**config.mk**
```make
export PLATFORM = sky130hd
export DESIGN_NAME = booth_operand_issuer
export DESIGN_NICKNAME = d
export VERILOG_FILES = /design/src/rtl/booth_pkg.sv /design/src/rtl/booth_op_fifo.sv /design/src/rtl/booth_operand_issuer.sv
export SDC_FILE = /design/constraint.sdc
export NUM_CORES = 1
export LEC_CHECK = 0
export CAP_MARGIN = 20
export CELL_PAD_IN_SITES_DETAIL_PLACEMENT = 1
export CELL_PAD_IN_SITES_GLOBAL_PLACEMENT = 1
export CORE_MARGIN = 5
export CORE_UTILIZATION = 37
export CTS_BUF_LIST = sky130_fd_sc_hd__clkbuf_16
export DETAILED_ROUTE_END_ITERATION = 8
export PLACE_DENSITY = 0.79
export SKIP_CTS_REPAIR_TIMING = 1
export SKIP_LAST_GASP = 1
export SYNTH_ARGS = -nofsm -noshare
export SYNTH_HDL_FRONTEND = slang
export SYNTH_SLANG_ARGS = --single-unit
```
**constraint.sdc**
```tcl
create_clock -name clk -period 2.2 [get_ports clk]
set_clock_uncertainty 0.05 [all_clocks]
set_input_delay 0.22 -clock clk [delete_from_list [all_inputs] [get_ports clk]]
set_output_delay 0.22 -clock clk [all_outputs]
set_load 0.02 [all_outputs]
```
**src/rtl/booth_pkg.sv**
```systemverilog
// Purpose: shared types and sizing for the Booth multiplier operand issuer.
// Latency: n/a (declarations only).
// Backpressure: n/a.
package booth_pkg;

    localparam int BOOTH_WIDTH      = 32;
    localparam int BOOTH_MUL_CYCLES = 33;
    localparam int BOOTH_TAG_W      = 4;

    // IDLE: nothing issued; LOAD: load pulse on the wire; WAIT: multiplier
    // iterating; HOLD: product presented on the result stream.
    typedef enum logic [1:0] {
        IDLE = 2'd0,
        LOAD = 2'd1,
        WAIT = 2'd2,
        HOLD = 2'd3
    } issuer_state_t;

endpackage

```
**src/rtl/booth_op_fifo.sv**
```systemverilog
// Purpose: 2-entry register FIFO holding packed {tag, a, b} operand entries.
// Latency: a pushed entry is visible at head_dat the edge after the push.
// Backpressure: push refused while full (even with a same-cycle pop); pop ignored while empty.
//
// Ports: clk/rst_a (async active-low), push_vld/push_dat write side,
//        pop/head_dat read side, count/full/empty occupancy flags.
module booth_op_fifo #(
    parameter int DW = 68
) (
    input  logic          clk,
    input  logic          rst_a,
    input  logic          push_vld,
    input  logic [DW-1:0] push_dat,
    input  logic          pop,
    output logic [DW-1:0] head_dat,
    output logic [1:0]    count,
    output logic          full,
    output logic          empty
);

    logic [DW-1:0] mem_q [2];
    logic [DW-1:0] mem_d [2];
    logic          wr_ptr_q, wr_ptr_d;
    logic          rd_ptr_q, rd_ptr_d;
    logic [1:0]    count_q, count_d;
    logic          do_push, do_pop;

    // Flags come from the registered count only, so "full" refuses a push
    // even when the head is being popped in the same cycle.
    assign full     = (count_q == 2'd2);
    assign empty    = (count_q == 2'd0);
    assign count    = count_q;
    assign head_dat = mem_q[rd_ptr_q];

    always_comb begin
        do_push  = push_vld && !full;
        do_pop   = pop && !empty;
        mem_d    = mem_q;
        wr_ptr_d = wr_ptr_q;
        rd_ptr_d = rd_ptr_q;
        count_d  = count_q;
        if (do_push) begin
            mem_d[wr_ptr_q] = push_dat;
            wr_ptr_d        = ~wr_ptr_q;
        end
        if (do_pop) begin
            rd_ptr_d = ~rd_ptr_q;
        end
        case ({do_push, do_pop})
            2'b10:   count_d = count_q + 2'd1;
            2'b01:   count_d = count_q - 2'd1;
            default: count_d = count_q;
        endcase
    end

    always_ff @(posedge clk or negedge rst_a) begin
        if (!rst_a) begin
            for (int i = 0; i < 2; i++) begin
                mem_q[i] <= '0;
            end
            wr_ptr_q <= 1'b0;
            rd_ptr_q <= 1'b0;
            count_q  <= 2'd0;
        end else begin
            mem_q    <= mem_d;
            wr_ptr_q <= wr_ptr_d;
            rd_ptr_q <= rd_ptr_d;
            count_q  <= count_d;
        end
    end

endmodule

```
**src/rtl/booth_operand_issuer.sv**
```systemverilog
// Purpose: queues operand pairs, drives an external Booth multiplier and returns tagged products.
// Latency: push into an empty, idle block -> res_valid rises MUL_CYCLES+2 edges after the push edge.
// Backpressure: in_ready drops with two entries queued; a result is held until res_ready, issue stalls meanwhile.
//
// Ports: clk, rst_a (async active-low); in_valid/in_ready/in_a/in_b/in_tag operand stream;
//        mul_a/mul_b/mul_load drive the multiplier, mul_out is its product;
//        res_valid/res_ready/res_product/res_tag result stream; busy = work pending.
module booth_operand_issuer
    import booth_pkg::*;
#(
    parameter int WIDTH      = BOOTH_WIDTH,
    parameter int MUL_CYCLES = BOOTH_MUL_CYCLES,
    parameter int TAG_W      = BOOTH_TAG_W
) (
    input  logic               clk,
    input  logic               rst_a,
    input  logic               in_valid,
    output logic               in_ready,
    input  logic [WIDTH-1:0]   in_a,
    input  logic [WIDTH-1:0]   in_b,
    input  logic [TAG_W-1:0]   in_tag,
    output logic [WIDTH-1:0]   mul_a,
    output logic [WIDTH-1:0]   mul_b,
    output logic               mul_load,
    input  logic [2*WIDTH-1:0] mul_out,
    output logic               res_valid,
    input  logic               res_ready,
    output logic [2*WIDTH-1:0] res_product,
    output logic [TAG_W-1:0]   res_tag,
    output logic               busy
);

    localparam int CNT_W = $clog2(MUL_CYCLES);
    localparam int ENT_W = TAG_W + 2 * WIDTH;

    issuer_state_t      state_q, state_d;
    logic [CNT_W-1:0]   cnt_q, cnt_d;
    logic [WIDTH-1:0]   mul_a_q, mul_a_d;
    logic [WIDTH-1:0]   mul_b_q, mul_b_d;
    logic               mul_load_q, mul_load_d;
    logic [TAG_W-1:0]   tag_q, tag_d;
    logic               res_valid_q, res_valid_d;
    logic [2*WIDTH-1:0] res_product_q, res_product_d;
    logic [TAG_W-1:0]   res_tag_q, res_tag_d;

    logic               fifo_pop;
    logic [ENT_W-1:0]   fifo_head;
    logic [1:0]         fifo_count;
    logic               fifo_full;
    logic               fifo_empty;
    logic [TAG_W-1:0]   head_tag;
    logic [WIDTH-1:0]   head_a;
    logic [WIDTH-1:0]   head_b;

    booth_op_fifo #(
        .DW (ENT_W)
    ) u_fifo (
        .clk      (clk),
        .rst_a    (rst_a),
        .push_vld (in_valid),
        .push_dat ({in_tag, in_a, in_b}),
        .pop      (fifo_pop),
        .head_dat (fifo_head),
        .count    (fifo_count),
        .full     (fifo_full),
        .empty    (fifo_empty)
    );

    assign {head_tag, head_a, head_b} = fifo_head;

    assign in_ready    = !fifo_full;
    assign busy        = (state_q != IDLE) || (fifo_count != 2'd0);
    assign mul_a       = mul_a_q;
    assign mul_b       = mul_b_q;
    assign mul_load    = mul_load_q;
    assign res_valid   = res_valid_q;
    assign res_product = res_product_q;
    assign res_tag     = res_tag_q;

    always_comb begin
        state_d       = state_q;
        cnt_d         = cnt_q;
        mul_a_d       = mul_a_q;
        mul_b_d       = mul_b_q;
        mul_load_d    = 1'b0;
        tag_d         = tag_q;
        res_valid_d   = res_valid_q;
        res_product_d = res_product_q;
        res_tag_d     = res_tag_q;
        fifo_pop      = 1'b0;
        case (state_q)
            IDLE: begin
                if (!fifo_empty) begin
                    fifo_pop   = 1'b1;
                    mul_a_d    = head_a;
                    mul_b_d    = head_b;
                    tag_d      = head_tag;
                    mul_load_d = 1'b1;
                    state_d    = LOAD;
                end
            end
            LOAD: begin
                // The multiplier samples load=1 on this edge; start counting from it.
                cnt_d   = CNT_W'(MUL_CYCLES - 1);
                state_d = WAIT;
            end
            WAIT: begin
                if (cnt_q == '0) begin
                    res_product_d = mul_out;
                    res_tag_d     = tag_q;
                    res_valid_d   = 1'b1;
                    state_d       = HOLD;
                end else begin
                    cnt_d = cnt_q - CNT_W'(1);
                end
            end
            HOLD: begin
                if (res_ready) begin
                    res_valid_d = 1'b0;
                    // Back-to-back issue: the next load pulse rides the handshake edge.
                    if (!fifo_empty) begin
                        fifo_pop   = 1'b1;
                        mul_a_d    = head_a;
                        mul_b_d    = head_b;
                        tag_d      = head_tag;
                        mul_load_d = 1'b1;
                        state_d    = LOAD;
                    end else begin
                        state_d = IDLE;
                    end
                end
            end
            default: begin
                state_d = IDLE;
            end
        endcase
    end

    always_ff @(posedge clk or negedge rst_a) begin
        if (!rst_a) begin
            state_q       <= IDLE;
            cnt_q         <= '0;
            mul_a_q       <= '0;
            mul_b_q       <= '0;
            mul_load_q    <= 1'b0;
            tag_q         <= '0;
            res_valid_q   <= 1'b0;
            res_product_q <= '0;
            res_tag_q     <= '0;
        end else begin
            state_q       <= state_d;
            cnt_q         <= cnt_d;
            mul_a_q       <= mul_a_d;
            mul_b_q       <= mul_b_d;
            mul_load_q    <= mul_load_d;
            tag_q         <= tag_d;
            res_valid_q   <= res_valid_d;
            res_product_q <= res_product_d;
            res_tag_q     <= res_tag_d;
        end
    end

endmodule

```
Word-level counts from Yosys, hierarchy flattened
Cells that the tools add are included.
{"block": "op_classes", "addsub": 3, "n_lt_le_gt_ge": 3, "eq_ne": 10, "mux": 29, "bitwise": 4, "n_reduce_logical": 20}
{"op": "$mux 68", "count": 4}
{"op": "$bwmux 136", "count": 1}
{"op": "$mux 32", "count": 4}
{"op": "$pmux 32 s2", "count": 2}
{"op": "$demux 68 s1", "count": 1}
{"op": "$pmux 6 s2", "count": 1}
{"op": "$reduce_bool 2->1", "count": 6}
{"op": "$eq 2x2->1 const B", "count": 4}
{"op": "$mux 4", "count": 2}
{"op": "$ne 2x2->1 const B", "count": 4}
{"op": "$pmux 2 s4", "count": 1}
{"op": "$pmux 4 s2", "count": 1}
{"op": "$logic_not 6->1", "count": 1}
{"op": "$mux 2", "count": 3}
{"op": "$mux 6", "count": 1}
{"op": "$reduce_and 2->1", "count": 3}
{"op": "$reduce_and 3->1", "count": 2}
{"op": "$sub 6x1->6 const B", "count": 1}
{"op": "$mux 1", "count": 5}
{"op": "$eq 2x1->1 const B", "count": 2}
{"op": "$ge 2x2->1 const B", "count": 2}
{"op": "$logic_not 2->1", "count": 2}
{"op": "$not 1->2", "count": 2}
{"op": "$pmux 1 s2", "count": 2}
{"op": "other kinds (8)", "count": 12}
{"block": "word_totals", "regBits": 286, "input_bits": 136, "out_inout_bits": 136}

Depth between registers and ports, before layout
{"block": "depth", "ltp_word": 7, "depth_mapped": 9, "mapped_depth_nobuf": 8}

Modules after synthesis
From an unflattened synthesis, not the netlist that was laid out.
{"block": "unflattened", "hier_cells": 739, "area_unflattened_um2": 11737.5}
{"mod": "booth_op_fifo", "n_inst": 1, "cells_per_inst": 381, "area_per_inst_um2": 6052.1, "seq_area_each_um2": 3503.4}
{"mod": "booth_operand_issuer", "n_inst": 1, "cells_per_inst": 358, "area_per_inst_um2": 5685.5, "seq_area_each_um2": 3653.5}

Worst setup path before layout
Ideal clock, no wire load.
{"block": "synth_path", "path_type": "register -> register", "from": "register state_q[0]", "to": "register res_product_q[10], in the netlist res_product[10]", "setup_time_ps": 125, "arrival_ps": 1955, "required_ps": 2025, "path_slack_ps": 69, "path_stages_with_launch": 10, "n_path_buf": 4, "path_cell_list": "dfrtp_1 > inv_1 > ha_1 > clkbuf_1 > nor3b_2 > nand2b_4 > buf_6 > buf_6 > buf_8 > mux2_4"}
{"block": "synth_via", "elab_chain_cells": 2}
{"item": "from (decl)", "line": "booth_operand_issuer.sv:36", "rtl": "issuer_state_t state_q, state_d;"}
{"item": "from (signal assigned)", "line": "booth_operand_issuer.sv:151", "rtl": "state_q <= state_d;"}
{"item": "$eq 2x2->1", "line": "booth_operand_issuer.sv:91", "rtl": "case (state_q)"}
{"item": "$reduce_and 2->1 (no source line)"}
{"item": "to (signal assigned)", "line": "booth_operand_issuer.sv:158", "rtl": "res_product_q <= res_product_d;"}
{"item": "to (decl)", "line": "booth_operand_issuer.sv:43", "rtl": "logic [2*WIDTH-1:0] res_product_q, res_product_d;"}
Every way passes these cells.
A chain may end at the register's enable or synchronous reset.

Final worst setup path
{"block": "layout_path", "from": "register state_q[0]", "to": "output port busy"}
{"block": "layout_via", "elab_chain_cells": 2}
{"item": "$reduce_bool 2->1", "line": "booth_operand_issuer.sv:72", "rtl": "assign busy = (state_q != IDLE) || (fifo_count != 2'd0);"}
{"item": "$logic_or 1x1->1", "line": "booth_operand_issuer.sv:72"}
{"item": "to (decl)", "line": "booth_operand_issuer.sv:30", "rtl": "output logic busy"}
Every way passes these cells.

==> results.txt <==
----------------------------------------------------
[Status]
  Status ... finished, final reports clean

[Global routing]
  Congestion Overflow GR ... 0
  Wire length of the first global-routing pass ... 47900 um
  Vias in the first global route ... roughly 8400
  Maximum number of pins on one net before global-route repair ... 63
  Antenna violations before repair ... 1
  Total track usage ... 16.7%

[Power and ir drop]
  Clock power share ... 19.2%
  Power share of the combinational group ... 45.4%
  Net switching power ... between 8000 and 9000 uW
  Maximum vdd ir drop ... 824 uV
  Internal power summed over all cells ... 18100 uW
  Leakage power of the design ... 0.00681 uW
  Sequential Power Share ... ~35%
  Switching Share ... ~33%
  Power per cell area ... 1670 nW/um^2

[Setup path]
  Kind of capture point of the worst setup path ... output pin
  Maximum net fanout on the critical path ... 6
  Endpoint arrival time on the critical path ... 1.89 ns
  Worst setup slack for register-to-register paths ... ~0.13 ns
  Source of the critical timing path ... state_q[0]
  Critical Path Start Type ... flop
  Worst Reg-to-Reg Cells ... 5
  Max incr delay on CP ... 0.51 ns
  Ordered cell list for the critical path ... inv_2 -> ha_1 -> or3b_2 -> clkbuf_2
  Req. time, crit path ... 1.93 ns
  Reg-to-reg endpoint ... mul_b[27]
  Worst R2R Start ... state_q[0]
  Worst setup path class ... reg -> out
  Standard cell with the maximum stage delay on the critical path ... sky130_fd_sc_hd__or3b_2

[Final layout]
  Final design instance area without fill ... around 16000 sq um
  Finished Layout Cells ... 1457
  Net total in the final layout ... about 1200
  Fraction of layout instances using a drive strength above 1 ... between 40 and 50%
  Fin util ... 51.3%
  Post-synthesis to final-layout area growth ... 37.3%
  Count of fill cells added during filler insertion ... 3045

[STA]
  Count of endpoints failing hold in the final timing report ... 0
  Total negative setup slack ... 0 ns
  Clock period minus worst slack ... 2.16 ns
  Max-slew headroom ... 63.5%
  Number of pins with negative max-slew slack in the final report ... 0
  Worst-Margin Slew ... 0.548 ns
  Period utilisation layout ... 98.2%
  RSZ-0062 raised after global routing ... yes
  Post-route worst hold slack ... 0.236 ns
  Final setup violating endpoints ... 0
  Upper clock frequency limit ... 463 MHz

[Job]
  Number of violations of the max-capacitance limit ... 0

[Clocking]
  Clock-pin slew on the worst setup and hold paths ... 0.06 ns
  CTS Buffer Depth ... 3
  Number of levels the H-tree was split into ... 2
  Number of CTS-inserted buffers ... 34
  TritonCTS clock tree ... yes
  Worst skew pair latency ... a little over 0.5 ns
  Root Driver ... sky130_fd_sc_hd__clkbuf_16
  TritonCTS Sinks ... 286

[Placement]
  HPWL after DPL ... 19900 um
  Final weighted congestion of routability-driven global placement ... 0.737
  Placed inst area ... approximately 15000 sq um
  Total instance count after detailed placement ... 1396
  # port buffers ... ~270

[Detailed routing]
  Starting DRC count in detailed routing ... 194
  Via count ... between 7000 and 8000
  Number of remaining DRC errors ... 0
  Via-to-Cell Ratio ... 4.94
  WL final ... 29400 um
  Antenna-violating nets left ... 0
  Post-detailed-route wirelength per cell ... between 20 and 25 um
  Drt first pass iters ... 4

[Hold path]
  Class of the worst hold path ... in -> async

[Logic synthesis]
  Warnings, synthesis ... 0
  Cells after Synth ... 739
  Synthesized area ... 11800 sq um
  Mean instance size in the synthesized netlist ... 15.9 sq um
  Syn nets ... 883
  Number of register bits inferred by synthesis ... 286
  Library cells used by synthesis ... 39
  Register area share after synthesis ... 60.8%

[Floorplanning]
  Std cell rows ... 65
  Area of the core ... 31500 sq um
  Horizontal die dimension ... 188 um
  Initial Utilization ... 37.4%
  Height of the die ... 188 um
  Full die area ... about 35000 sq um
  IO Pins ... ~270

----------------------------------------------------
[how the worst max path moves through the flow]
stage                                 end  slack [ns]  cells past startpoint
after floorplan           res_product[10]        0.07                      9
after global placement           mul_b[2]        0.10                      6
after detailed placement         mul_a[8]        0.04                      5
after CTS                            busy       -0.43                      4
after global routing                 busy       -0.06                      4
final                                busy        0.04                      4
[power by group through the flow]
stage | Sequential [uW] | Combinational (uW) | Clock [uW]
finish | 9560 | 12300 | 5180
global route | 9910 | 13200 | 5640
CTS | 9600 | 12500 | 5380
detailed placement | 9640 | 12400 | 0
global placement | 9460 | 12100 | 0
floorplan | 10700 | 6260 | 0
[cell usage in the layout, fill, tap and decap left out, drive strengths merged]
master,synthesis,routed
nor3,4,4
o211ai,2,2
a31oi,1,1
mux2i,3,3
bufinv,0,2
and3b,1,1
o21ai,2,2
a21o,1,1
nor3b,3,3
dlygate4sd3,0,1
dfrtp,286,286
nor2,3,3
diode,0,1
o31ai,2,2
clkdlybuf4s50,0,269
clkinv,0,14
inv,7,16
xnor2,4,4
clkbuf,9,35
a21oi,1,1
o32ai,1,1
o31a,1,1
o311a,1,1
and3,1,1
nor2b,1,1
nand2,7,7
xor2,2,2
or3b,2,2
buf,34,28
nand3,3,3
nand2b,4,4
ha,8,8
mux2,340,340
o311ai,3,3
o22a,1,1
a2bb2oi,1,1
[layout make-up]
| type | instances | area, sq um | share of cell area (%) |
|---|---|---|---|
| diodes | 1 | 2.50 | 0.0155 |
| clock buffers | 34 | 851 | 5.27 |
| clock inverters | 25 | 176 | 1.09 |
| inverters | 7 | 26.3 | 0.163 |
| multi-input cells | 403 | 4380 | 27.1 |
| flip-flops and latches | 286 | 7160 | 44.4 |
| well taps | 402 | 503 | 3.11 |
| repair buffers | 299 | 3050 | 18.9 |
[flip-flops by register name, indices dropped and copies added, names as in the netlist]
register,cells
cnt_q,6
mul_a,32
mul_b,32
mul_load,1
res_product,64
res_tag,4
res_valid,1
state_q,2
tag_q,4
u_fifo.count,2
u_fifo.mem_q,136
u_fifo.rd_ptr_q,1
u_fifo.wr_ptr_q,1
[Yosys cell counts]
master                        n  area share, %
sky130_fd_sc_hd__mux2_2     331             32
sky130_fd_sc_hd__dfrtp_1    286             61
sky130_fd_sc_hd__buf_2       23           0.98
sky130_fd_sc_hd__clkbuf_1     9           0.29
sky130_fd_sc_hd__mux2_4       9            1.1
sky130_fd_sc_hd__ha_1         8           0.85
sky130_fd_sc_hd__inv_1        7           0.22
sky130_fd_sc_hd__nand2_1      7           0.22
sky130_fd_sc_hd__buf_1        6           0.19
sky130_fd_sc_hd__nor3_1       4           0.17
sky130_fd_sc_hd__xnor2_1      4           0.30
sky130_fd_sc_hd__buf_6        3           0.29
sky130_fd_sc_hd__mux2i_1      3           0.26
sky130_fd_sc_hd__nand2b_1     3           0.16
sky130_fd_sc_hd__nand3_1      3           0.13
sky130_fd_sc_hd__nor2_1       3          0.096
sky130_fd_sc_hd__o311ai_0     3           0.22
sky130_fd_sc_hd__nor3b_2      2           0.21
sky130_fd_sc_hd__o211ai_1     2           0.13
sky130_fd_sc_hd__o21ai_0      2          0.085
sky130_fd_sc_hd__o31ai_1      2           0.13
sky130_fd_sc_hd__xor2_1       2           0.15
sky130_fd_sc_hd__a21o_1       1          0.064
sky130_fd_sc_hd__a21oi_1      1          0.043
sky130_fd_sc_hd__a2bb2oi_1    1          0.074
sky130_fd_sc_hd__a31oi_1      1          0.053
sky130_fd_sc_hd__and3_1       1          0.053
sky130_fd_sc_hd__and3b_1      1          0.074
sky130_fd_sc_hd__buf_4        1          0.064
sky130_fd_sc_hd__buf_8        1           0.13
sky130_fd_sc_hd__nand2b_4     1           0.12
sky130_fd_sc_hd__nor2b_1      1          0.053
sky130_fd_sc_hd__nor3b_1      1          0.064
sky130_fd_sc_hd__o22a_1       1          0.074
sky130_fd_sc_hd__o311a_1      1          0.085
sky130_fd_sc_hd__o31a_1       1          0.074
sky130_fd_sc_hd__o32ai_1      1          0.074
sky130_fd_sc_hd__or3b_1       1          0.074
sky130_fd_sc_hd__or3b_2       1          0.074
[worst max-delay path: cells and delay by family, from the launching register on]
family | cells | cell delay, ns
flops | 1 | 0.44
buf+inv | 2 | 0.28
fa+ha+maj | 1 | 0.16
simple gates | 1 | 0.51
[stage by stage]
| stage | total power (uW) | setup slack [ns] |
|---|---|---|
| global placement | 21500 | 0.103 |
| floorplan | 17000 | 0.0694 |
| finish | 27000 | 0.0392 |
| global route | 28700 | -0.0598 |
| detailed placement | 22100 | 0.0420 |
| CTS | 27500 | -0.429 |
[routing by layer]
layer  routed length (um)  part of all wire (%)  GRT usage, %
met1                11800                    40          20.0
met2                14700                    50          28.9
met3                 2350                   8.0          5.98
met4                  527                   1.8          3.78
met5                    0                     0             0
[kinds of logic (layout without fill, tap and decap cells)]
kind of cell,after synthesis,count (layout),share of synthesized area [%]
AND/OR/NAND/NOR,29,29,1.50
adder cells (fa/ha/maj),8,8,0.851
other,0,1,0
buffers and inverters,50,365,2.16
AO/OA/AOI/OAI,17,17,1.11
multiplexers,343,343,33.1
flip-flops,286,286,60.8
XOR/XNOR,6,6,0.447
Note: power is estimated with default switching activity, not from simulation.
